**src/rtl/router_wrap_odata_fifo.sv**
```systemverilog
// router_wrap_odata_fifo: WIDTH x DEPTH elastic output-data FIFO, valid/ready both sides,
// count/full/empty status and synchronous flush. Optional bypass via ROUTER_ODATA_BYPASS_EN.
// Ports: clk, reset (async active-low), flush, in_valid/in_ready/in_data,
//        out_valid/out_ready/out_data, count, full, empty.
module router_wrap_odata_fifo #(
  parameter  int WIDTH = 32,
  parameter  int DEPTH = 4,
  localparam int CNT_W = $clog2(DEPTH) + 1
) (
  input  logic             clk,
  input  logic             reset,
  input  logic             flush,
  input  logic             in_valid,
  output logic             in_ready,
  input  logic [WIDTH-1:0] in_data,
  output logic             out_valid,
  input  logic             out_ready,
  output logic [WIDTH-1:0] out_data,
  output logic [CNT_W-1:0] count,
  output logic             full,
  output logic             empty
);

  localparam int PTR_W = $clog2(DEPTH);

  logic [WIDTH-1:0] mem [DEPTH];
  logic [PTR_W-1:0] wr_ptr;
  logic [PTR_W-1:0] rd_ptr;
  logic             push;
  logic             pop;
  logic             bypass;

  assign full     = (count == CNT_W'(DEPTH));
  assign empty    = (count == '0);
  assign in_ready = !full;

`ifdef ROUTER_ODATA_BYPASS_EN
  // Empty FIFO with a ready consumer: hand the beat straight through
  // without touching storage, pointers or count.
  assign bypass    = empty && in_valid && out_ready;
  assign out_valid = !empty || bypass;
  assign out_data  = bypass ? in_data : mem[rd_ptr];
`else
  assign bypass    = 1'b0;
  assign out_valid = !empty;
  assign out_data  = mem[rd_ptr];
`endif

  assign push = in_valid && in_ready && !bypass;
  assign pop  = !empty && out_ready;

  always_ff @(posedge clk or negedge reset) begin
    if (!reset) begin
      wr_ptr <= '0;
      rd_ptr <= '0;
      count  <= '0;
      for (int i = 0; i < DEPTH; i++) begin
        mem[i] <= '0;
      end
    end else if (flush) begin
      // Storage is left as-is; empty masks it.
      wr_ptr <= '0;
      rd_ptr <= '0;
      count  <= '0;
    end else begin
      if (push) begin
        mem[wr_ptr] <= in_data;
        wr_ptr      <= wr_ptr + PTR_W'(1);
      end
      if (pop) begin
        rd_ptr <= rd_ptr + PTR_W'(1);
      end
      unique case ({push, pop})
        2'b10:   count <= count + CNT_W'(1);
        2'b01:   count <= count - CNT_W'(1);
        default: count <= count;
      endcase
    end
  end

endmodule

```
**config.mk**
```make
export PLATFORM = sky130hd
export DESIGN_NAME = router_wrap_odata_fifo
export DESIGN_NICKNAME = d
export VERILOG_FILES = /design/src/rtl/router_wrap_odata_fifo.sv
export SDC_FILE = /design/constraint.sdc
export NUM_CORES = 1
export LEC_CHECK = 0
export CORE_MARGIN = 2
export CORE_UTILIZATION = 50
export DETAILED_ROUTE_END_ITERATION = 16
export DONT_BUFFER_PORTS = 1
export PLACE_DENSITY_LB_ADDON = 0.15
export SYNTH_ARGS = -nofsm -noshare
export SYNTH_HDL_FRONTEND = slang
export SYNTH_SLANG_ARGS = --single-unit
```
**constraint.sdc**
```tcl
create_clock -name clk -period 5.91 [get_ports clk]
set_input_delay 0 -clock clk [delete_from_list [all_inputs] [get_ports clk]]
set_output_delay 0 -clock clk [all_outputs]
set_load 0.05 [all_outputs]
```
==> results of run 1 <==
==> metrics by stage <==
step / cell area (µm²) / cells
floorplan: 6720 / 375
finish: 7580 / 591
global route: 7580 / 591
detailed placement: 6630 / 525
global placement: 6630 / 525
CTS: 7580 / 591
==> worst paths after layout <==
path,start,to,slack (ns)
worst min register to register,mem[14],mem[14],0.50
worst max register to register,count[0],mem[97],3.23
worst max-delay path,count[0],mem[97],3.23
max in group asynchronous,reset,rd_ptr[0],5.11
worst min-delay path,in_valid,count[0],0.06
min in group asynchronous,reset,mem[35],0.15
==> cells in the mapped netlist, drive strengths merged (2+ instances only) <==
| master | number |
|---|---|
| buf | 19 |
| nor2 | 7 |
| o21ai | 4 |
| ha | 4 |
| a31oi | 2 |
| clkbuf | 8 |
| mux4 | 32 |
| mux2 | 128 |
| dfrtp | 135 |
| nand3 | 8 |
| inv | 5 |
| a21oi | 2 |
| xor2 | 2 |
| or3b | 2 |
| nor2b | 2 |
==> final cells by class <==
class	instances	area (µm²)
Sequential cell	135	3380
Clock inverter	4	45.0
Fill cell	1023	5610
Clock buffer	24	502
Tap cell	176	220
Timing Repair Buffer	39	405
Inverter	5	18.8
Multi-Input combinational cell	208	3010
==> routing by layer <==
metal / up-vias / track usage (%) / part of all wire (%)
li1: 1445 / - / -
met1: 1771 / 27.4 / 48
met2: 66 / 27.7 / 44
met3: 23 / 5.99 / 5.2
met4: 0 / 8.90 / 2.5
met5: - / 0 / 0
==> worst register-to-register path, stage by stage, from the launching register on <==
cell and delay (ns):
dfrtp_1 0.87, or3b_4 0.48, nand3_4 0.66, mux2_4 0.56
==> logic make-up after synthesis <==
family                   count (synthesis)
buffers and inverters                   32
XOR/XNOR                                 3
multiplexers                           160
flip-flops                             135
adder cells (fa/ha/maj)                  5
AND/OR/NAND/NOR                         24
AO/OA/AOI/OAI                           16
==> flip-flops by register name, indices dropped and copies added (netlist names) <==
name,cells
count,3
mem,128
rd_ptr,2
wr_ptr,2
==> power groups by stage <==
stage,logic (µW),registers [µW],clock network (µW)
floorplan,1060,1330,0
global placement,1090,1390,0
detailed placement,1110,1400,0
CTS,1170,1390,1010
global route,1220,1430,1050
finish,1150,1390,987
==> results by group, run 1 <==
Run status
  • Status: finished, final reports clean

Timing
  • Hold Violations, Final: 0
  • Final setup violation count: 0
  • RSZ-0062 raised after global routing: no
  • Worst-Margin Slew: 0.958 ns
  • Min setup slack post-route: 3.23 ns
  • Clock skew: between 0.005 and 0.006 ns
  • Relative slew slack: 36.1%
  • Pins Over Slew Limit: 0
  • Tcrit/Tclk final: 45.3%
  • Maximum operating frequency: 374 MHz
  • Fin Setup TNS: 0 ns
  • Fin crit period: 2.68 ns
  • WHS: 0.0628 ns

Clock tree
  • TritonCTS clock tree: done
  • Post-cts sizing count: 0
  • Hold_buf cts: 38
  • Register clock-pin slew on the reported worst setup and hold paths: 0.05 ns
  • Clock Sinks: 135
  • CTS root buffer: clkbuf_16
  • CTS Buf Count: 17
  • Post-CTS setup buffer count: 0
  • Worst skew pair latency: 0.42 ns
  • Clock H-tree levels: 4
  • Maximum buffer depth of the clock tree: 2

GRT
  • Largest net degree at the start of global routing: 136
  • GRT Overall Usage: between 15 and 20%
  • First-pass GRT wire length: 21100 µm
  • Vias in the first global route: around 3800
  • Grt total ovfl: 0
  • Initial antenna violation count: 0

Worst setup path
  • WP data arrival: 2.98 ns
  • CP Depth: 3
  • CP Buf/Inv Count: 0
  • Worst endpoint required time: 6.21 ns
  • Slowest-stage cell, CP: dfrtp_1
  • Critical path class: flip-flop to flip-flop
  • Largest stage delay, worst path: 0.87 ns
  • Crit end category: flip-flop
  • R2R cell count: 3
  • Crit path max fanout: 32
  • CP delay by family, top: simple AND/OR/NAND/NOR gates
  • Setup crit start kind: flip-flop
  • Critical path, cell by cell: or3b_4 > nand3_4 > mux2_4

Detailed routing
  • Wire per inst: 21.4 µm
  • Initial DRC Count: 209
  • Vias: 3305
  • Routed Antenna Nets: 0
  • Vias/cell: 5.59
  • DRC Markers: 0
  • Drt total wl: 12600 µm
  • DRT Pass-1 Iters: 4

Floorplan
  • Die W: 120 µm
  • Top Ports: 76
  • Row count: 42
  • Die ar.: about 14000 µm²
  • Die height: between 100 and 150 µm
  • Starting density of the core: around half
  • Core footprint: 13200 µm²

Synth
  • Synth Warn #: 0
  • Synth top area share: between 50% and 60%
  • Synth Cell Area: 6720 µm²
  • Yosys top cell by area: dfrtp_1
  • Area share of xor/xnor cells in the synthesized design: less than 1%
  • Synth Area in Adders: under 10%
  • Syn Nets: around 420
  • Post-Synth Simple-Gate Area: 2.81%
  • Register area share after synthesis: between 50% and 60%
  • Cell count after synthesis: 375
  • Main combinational cell family by area after synthesis: multiplexers
  • Async SR Flop Fraction: 100%
  • Avg Cell Area, Syn: 17.9 µm²
  • #FFs+latches synth: 135
  • Fraction of the mapped netlist area in compound gates: 1.60%
  • Post-synth cell types: 36
  • Synth area leaders: dfrtp_1, mux2_4, mux4_2
  • Mux contribution to synthesized area: 38.9%
  • Post-synth EDFFs: 0
  • Main flop type after synthesis: dfrtp_1

Layout
  • Area grow syn2layout: 12.8%
  • Commonest non-fill, non-tap cell in the layout: dfrtp_1
  • End-of-flow core utilization: 57.4%
  • Most frequent cells in the layout: dfrtp_1, mux2_4, dlygate4sd3_1, mux4_2, clkbuf_16
  • Ant. Diodes: 0
  • Fraction of layout cells with a size suffix above 1: approximately 48%
  • Fin nets: 448

Placed design
  • DP Wirelength: around 7000 µm
  • Setup WS pre-CTS: 3.21 ns
  • RD Place Congestion: 0.707
  • I/O Buffers: 0

Power and ir drop
  • Leak: 0.00363 µW
  • Overall Power: 3530 µW
  • Net Sw Frac: 32.6%
  • Clock power share: 27.9%
  • Peak supply drop: around 0.23 mV
  • Pwr/cell area: 466 nW/µm²
  • Reg power frac: 39.4%
  • Combinational share of power: 32.7%
  • Internal: 2380 µW
  • P_sw: 1150 µW

Job
  • Maxcap violations: 0

Min path
  • Worst Hold Depth: 3
  • HP Class: primary input to flip-flop
(Power assumes the default switching activity.)
==> inputs of run 2 (changes only) <==
- clock period: 5.91 -> 2.31 ns (I/O delays scaled with it)
==> results by group, run 2 (synthesized netlist as in run 1, its figures left out) <==
Run status
  • Status: complete, but fails checks
  • Failing checks: hold timing

Placed design
  • Setup WS pre-CTS: 0.244 ns (-2.97 ns)
  • RD Place Congestion: 0.712 (+0.68%)
  • I/O Buffers: 0 (unchanged)
  • Placed Cells: 540 (+2.9%)
  • DP Wirelength: 7420 µm (+5.8%)

Power and ir drop
  • Peak supply drop: 0.605 mV (+160%)
  • Leak: 0.00374 µW (+2.8%)
  • Pwr/cell area: 1190 nW/µm² (+150%)

GRT
  • First-pass GRT wire length: 20800 µm (-1.5%)
  • Vias in the first global route: 3805 (+1.1%)
  • Grt total ovfl: 0 (unchanged)
  • Largest net degree at the start of global routing: 136 (unchanged)
  • Initial antenna violation count: 0 (unchanged)
  • GRT Overall Usage: 19.1% (-0.42 points)

Timing
  • Final setup violation count: 0 (unchanged)
  • Tcrit/Tclk final: 90.2%
  • Relative slew slack: 63.2% (+27 points)
  • Min setup slack post-route: 0.226 ns (-3.01 ns)
  • Worst-Margin Slew: 0.551 ns (-0.407 ns)
  • Maximum operating frequency: 480 MHz
  • WHS: -0.719 ns (-0.782 ns)
  • Fin crit period: roughly 2.1 ns
  • RSZ-0062 raised after global routing: no
  • Hold Violations, Final: 135 (+135)
  • Fin Setup TNS: 0 ns (unchanged)
  • Clock skew: 0.00575 ns (+0.000670 ns)
  • Pins Over Slew Limit: 0 (unchanged)

Detailed routing
  • Drt total wl: 12500 µm (-1.0%)
  • Initial DRC Count: 187 (-11%)
  • DRC Markers: 0 (unchanged)
  • Routed Antenna Nets: 0 (unchanged)
  • Vias/cell: 5.44 (-2.8%)
  • Vias: 3305 (unchanged)
  • Wire per inst: 20.6 µm (-3.8%)
  • DRT Pass-1 Iters: 4 (unchanged)

Layout
  • Area grow syn2layout: 16.3%
  • Fin nets: 461 (+2.9%)
  • Max reg flops: 128 (unchanged)
  • Cell Count, Final, Fillers Out: 608 (+2.9%)
  • Fraction of layout cells with a size suffix above 1: 50.9% (+3.2 points)
  • End-of-flow core utilization: 59.2% (+1.8 points)
  • Largest regs: mem (128), count (3)
  • Top reg by flops: mem
  • Ant. Diodes: 0 (unchanged)
  • Most frequent cells in the layout: dfrtp_1, mux2_4, dlygate4sd3_1, mux4_2, clkbuf_16
  • Commonest non-fill, non-tap cell in the layout: dfrtp_1

Clock tree
  • TritonCTS clock tree: done
  • Register clock-pin slew on the reported worst setup and hold paths: 0.06 ns (about the same)
  • Post-CTS setup buffer count: 0 (unchanged)
  • Post-cts sizing count: 0 (unchanged)
  • CTS Buf Count: 17 (unchanged)
  • Hold_buf cts: 36 (-5.3%)
  • Clock H-tree levels: 4 (unchanged)
  • Maximum buffer depth of the clock tree: 2 (unchanged)
  • CTS root buffer: clkbuf_16
  • Worst skew pair latency: 0.42 ns (about the same)
  • Clock Sinks: 135 (unchanged)

Floorplan
  • Top Ports: 76 (unchanged)
  • Die ar.: 14400 µm² (unchanged)
  • Die height: 120 µm (unchanged)
  • Die W: 120 µm (unchanged)
  • Row count: 42 (unchanged)
  • Core footprint: 13200 µm² (unchanged)
  • Starting density of the core: 50.9% (unchanged)

Worst setup path
  • WP data arrival: 2.08 ns (-0.90 ns)
  • Worst endpoint required time: 2.31 ns (-3.90 ns)
  • R2R Setup Slk: 0.23 ns (-3.01 ns)
  • Setup crit start kind: flip-flop
  • Crit end category: primary output
  • Crit path to: empty
  • Crit path max fanout: 10 (-69%)
  • FF-to-FF End: count[2]
  • R2R cell count: 7 (+4)
  • Reg2reg start: count[0]
  • Source of the critical timing path: count[2]
  • Critical path class: flip-flop to primary output

Job
  • Maxcap violations: 0 (unchanged)

Min path
  • HP Class: primary input to asynchronous set/reset pin
## run 2: cell count changes in the layout (fill, tap and decap cells not counted), sizes merged
cell,change
clkbuf,-3
clkinv,+1
bufinv,+2
buf,+14
clkinvlp,+4
dlygate4sd3,-1
## run 2: cell type report
class | count | area [µm²]
Clock buffer | 21 | 470
Inverter | 5 | 18.8
Multi-Input combinational cell | 208 | 3010
Clock inverter | 11 | 148
Sequential cell | 135 | 3380
Tap cell | 176 | 220
Timing Repair Buffer | 52 | 568
Fill cell | 993 | 5380
## run 2: how the worst min path moves through the flow
stage / depth (start not counted) / slack [ns] / from / end
after global routing: 0 / -0.75 / reset / mem[89]
after detailed placement: 0 / -0.29 / reset / mem[100]
after floorplan: 0 / -0.30 / reset / count[0]
after CTS: 0 / -0.74 / reset / mem[6]
final: 0 / -0.72 / reset / mem[4]
after global placement: 0 / -0.29 / reset / mem[100]
## run 2: per-stage QoR
stage               total power [µW]  area (µm²)
global placement                6390        6840
detailed placement              6460        6840
CTS                             9370        7820
global route                    9690        7820
finish                          9270        7820
floorplan                       6120        6720
## run 2: layer usage
metal  wire length (µm)  GRT usage, %  vias up  share of wire [%]
met1               5620          24.9     1743                 45
met2               6150          29.8       63                 49
li1                   -             -     1485                  -
met4                156          7.28        0                1.2
met5                  0             0        -                  0
met3                586          5.99       14                4.7
## run 2: where the power goes
group / switching, µW / internal (µW)
combinational: 1560 / 1440
clock: 997 / 1780
sequential: 399 / 3090
## run 2: critical path, stage by stage, from the launching register on
cell	delay, ns
dfrtp_2	0.40
buf_4	0.21
or3_2	0.66
inv_1	0.39
==> inputs of run 3 (changes only) <==
- CORE_ASPECT_RATIO: default -> 0.7
- PLACE_DENSITY: default -> 0.68
- PLACE_DENSITY_LB_ADDON: 0.15 -> default
==> results by group, run 3 (synthesized netlist as in run 1, its figures left out) <==
Worst setup path
  • Critical path class: flip-flop to flip-flop
  • Critical path, cell by cell: o31ai_1 > nor2_1 > fa_1 > nand2b_1 > or4_1 > a31oi_1
  • CP Buf/Inv Count: 0 (-2)
  • WP data arrival: 2.45 ns (+0.37 ns)
  • Crit end category: flip-flop
  • Worst endpoint required time: 2.64 ns (+0.33 ns)
  • Setup crit start kind: flip-flop
  • CP delay by family, top: simple AND/OR/NAND/NOR gates
  • Largest stage delay, worst path: 0.42 ns (-0.24 ns)
  • Slowest-stage cell, CP: dfrtp_2
  • Crit path max fanout: 4 (-6)

Floorplan
  • Die W: 143 µm (+19%)
  • Die ar.: 14400 µm² (+0.11%)
  • Top Ports: 76 (unchanged)
  • Row count: 35 (-17%)
  • Die height: 101 µm (-16%)
  • Core footprint: 13100 µm² (-0.40%)
  • Starting density of the core: 51.2% (+0.20 points)

GRT
  • Grt total ovfl: 0 (unchanged)
  • Largest net degree at the start of global routing: 136 (unchanged)
  • GRT Overall Usage: 19.2% (+0.16 points)
  • First-pass GRT wire length: 20900 µm (+0.26%)
  • Initial antenna violation count: 0 (unchanged)
  • Vias in the first global route: 3745 (-1.6%)

Detailed routing
  • Drt total wl: 12800 µm (+2.4%)
  • DRC Markers: 0 (unchanged)
  • Initial DRC Count: 154 (-18%)
  • DRT Pass-1 Iters: 4 (unchanged)
  • Vias/cell: 5.66 (+4.2%)
  • Routed Antenna Nets: 0 (unchanged)
  • Wire per inst: 21.6 µm (+4.8%)
  • Vias: 3363 (+1.8%)

Run status
  • Status: complete, but fails checks
  • Failing checks: hold timing

Min path
  • HP Class: primary input to asynchronous set/reset pin

Timing
  • Fin Setup TNS: 0 ns (unchanged)
  • Relative slew slack: 67.0% (+3.8 points)
  • Pins Over Slew Limit: 0 (unchanged)
  • Clock skew: 0.0128 ns (+0.00704 ns)
  • Tcrit/Tclk final: 91.6% (+1.4 points)
  • WHS: -0.712 ns (+0.00679 ns)
  • Hold Violations, Final: 135 (unchanged)
  • Final setup violation count: 0 (unchanged)
  • Maximum operating frequency: 473 MHz (-1.5%)
  • Worst-Margin Slew: 0.489 ns (-0.0629 ns)
  • Fin crit period: 2.12 ns (+0.0316 ns)
  • RSZ-0062 raised after global routing: no

Layout
  • Cell Count, Final, Fillers Out: 594 (-2.3%)
  • Most frequent cells in the layout: dfrtp_1, mux2_4, dlygate4sd3_1, mux4_2, clkbuf_16
  • Ant. Diodes: 0 (unchanged)
  • End-of-flow core utilization: 59.1% (-0.11 points)
  • Fraction of layout cells with a size suffix above 1: 50.5% (-0.46 points)
  • Top reg by flops: mem
  • Area grow syn2layout: 15.6%
  • Max reg flops: 128 (unchanged)
  • Commonest non-fill, non-tap cell in the layout: dfrtp_1
  • Design area: 7770 µm² (-0.58%)
  • Largest regs: mem (128), count (3)
  • Fin nets: 458 (-0.65%)

Clock tree
  • Hold_buf cts: 35 (-2.8%)
  • Clock Sinks: 135 (unchanged)
  • CTS root buffer: clkbuf_16
  • Post-cts sizing count: 0 (unchanged)
  • Worst skew pair latency: 0.41 ns (about the same)
  • TritonCTS clock tree: done
  • Post-CTS setup buffer count: 0 (unchanged)
  • Maximum buffer depth of the clock tree: 2 (unchanged)
  • Register clock-pin slew on the reported worst setup and hold paths: 0.06 ns (about the same)
  • Clock H-tree levels: 4 (unchanged)
  • CTS Buf Count: 17 (unchanged)

Power and ir drop
  • Pwr/cell area: 1200 nW/µm² (+1.0%)
  • Peak supply drop: 0.565 mV (-6.7%)
  • Leak: 0.00373 µW (-0.26%)
  • Overall Power: 9310 µW (+0.45%)

Placed design
  • RD Place Congestion: 0.699 (-1.8%)
  • Placed Cells: 528 (-2.2%)
  • Placed cell area: 6810 µm² (-0.40%)
  • DP Wirelength: 7520 µm (+1.4%)
  • I/O Buffers: 0 (unchanged)

Job
  • Maxcap violations: 0 (unchanged)
-- run 3: power breakdown --
| group | leakage (µW) | switching [µW] | internal [µW] |
|---|---|---|---|
| logic | 0.00174 | 1580 | 1440 |
| clock network | 0.000297 | 1010 | 1800 |
| registers | 0.00169 | 403 | 3090 |
| total | 0.00373 | 2990 | 6330 |
-- run 3: path summary, 6_finish.rpt --
kind | start | to | slack [ns] | cells after the start
max | count[2] | count[2] | 0.19 | 6
min | reset | count[1] | -0.71 | 0
max reg2reg | count[2] | count[2] | 0.19 | 6
min reg2reg | mem[31] | mem[31] | 0.50 | 1
max in group asynchronous | reset | count[2] | 2.70 | 0
min in group clk | in_valid | count[0] | 0.07 | 3
-- run 3: layout make-up --
cell class	instances	area [µm²]
tap	166	208
inverter	5	18.8
fill	995	5370
clock buffer	19	433
multi-input combinational	208	3010
timing repair buffer	49	543
sequential	135	3380
clock inverter	12	178
-- run 3: metrics by stage --
stage | hold WS [ns] | setup WS [ns]
6_report | -0.712 | 0.194
4_1_cts | -0.732 | 0.161
3_5_place_dp | -0.288 | 0.170
2_1_floorplan | -0.296 | 0.0329
3_3_place_gp | -0.289 | 0.284
5_1_grt | -0.738 | 0.0325
-- run 3: layer usage --
metal	share of wire, %	wire (µm)	GRT usage (%)
met3	4.8	612	6.41
met2	47	5990	29.2
met4	0.62	79	5.41
met1	48	6120	26.6
met5	0	0	0
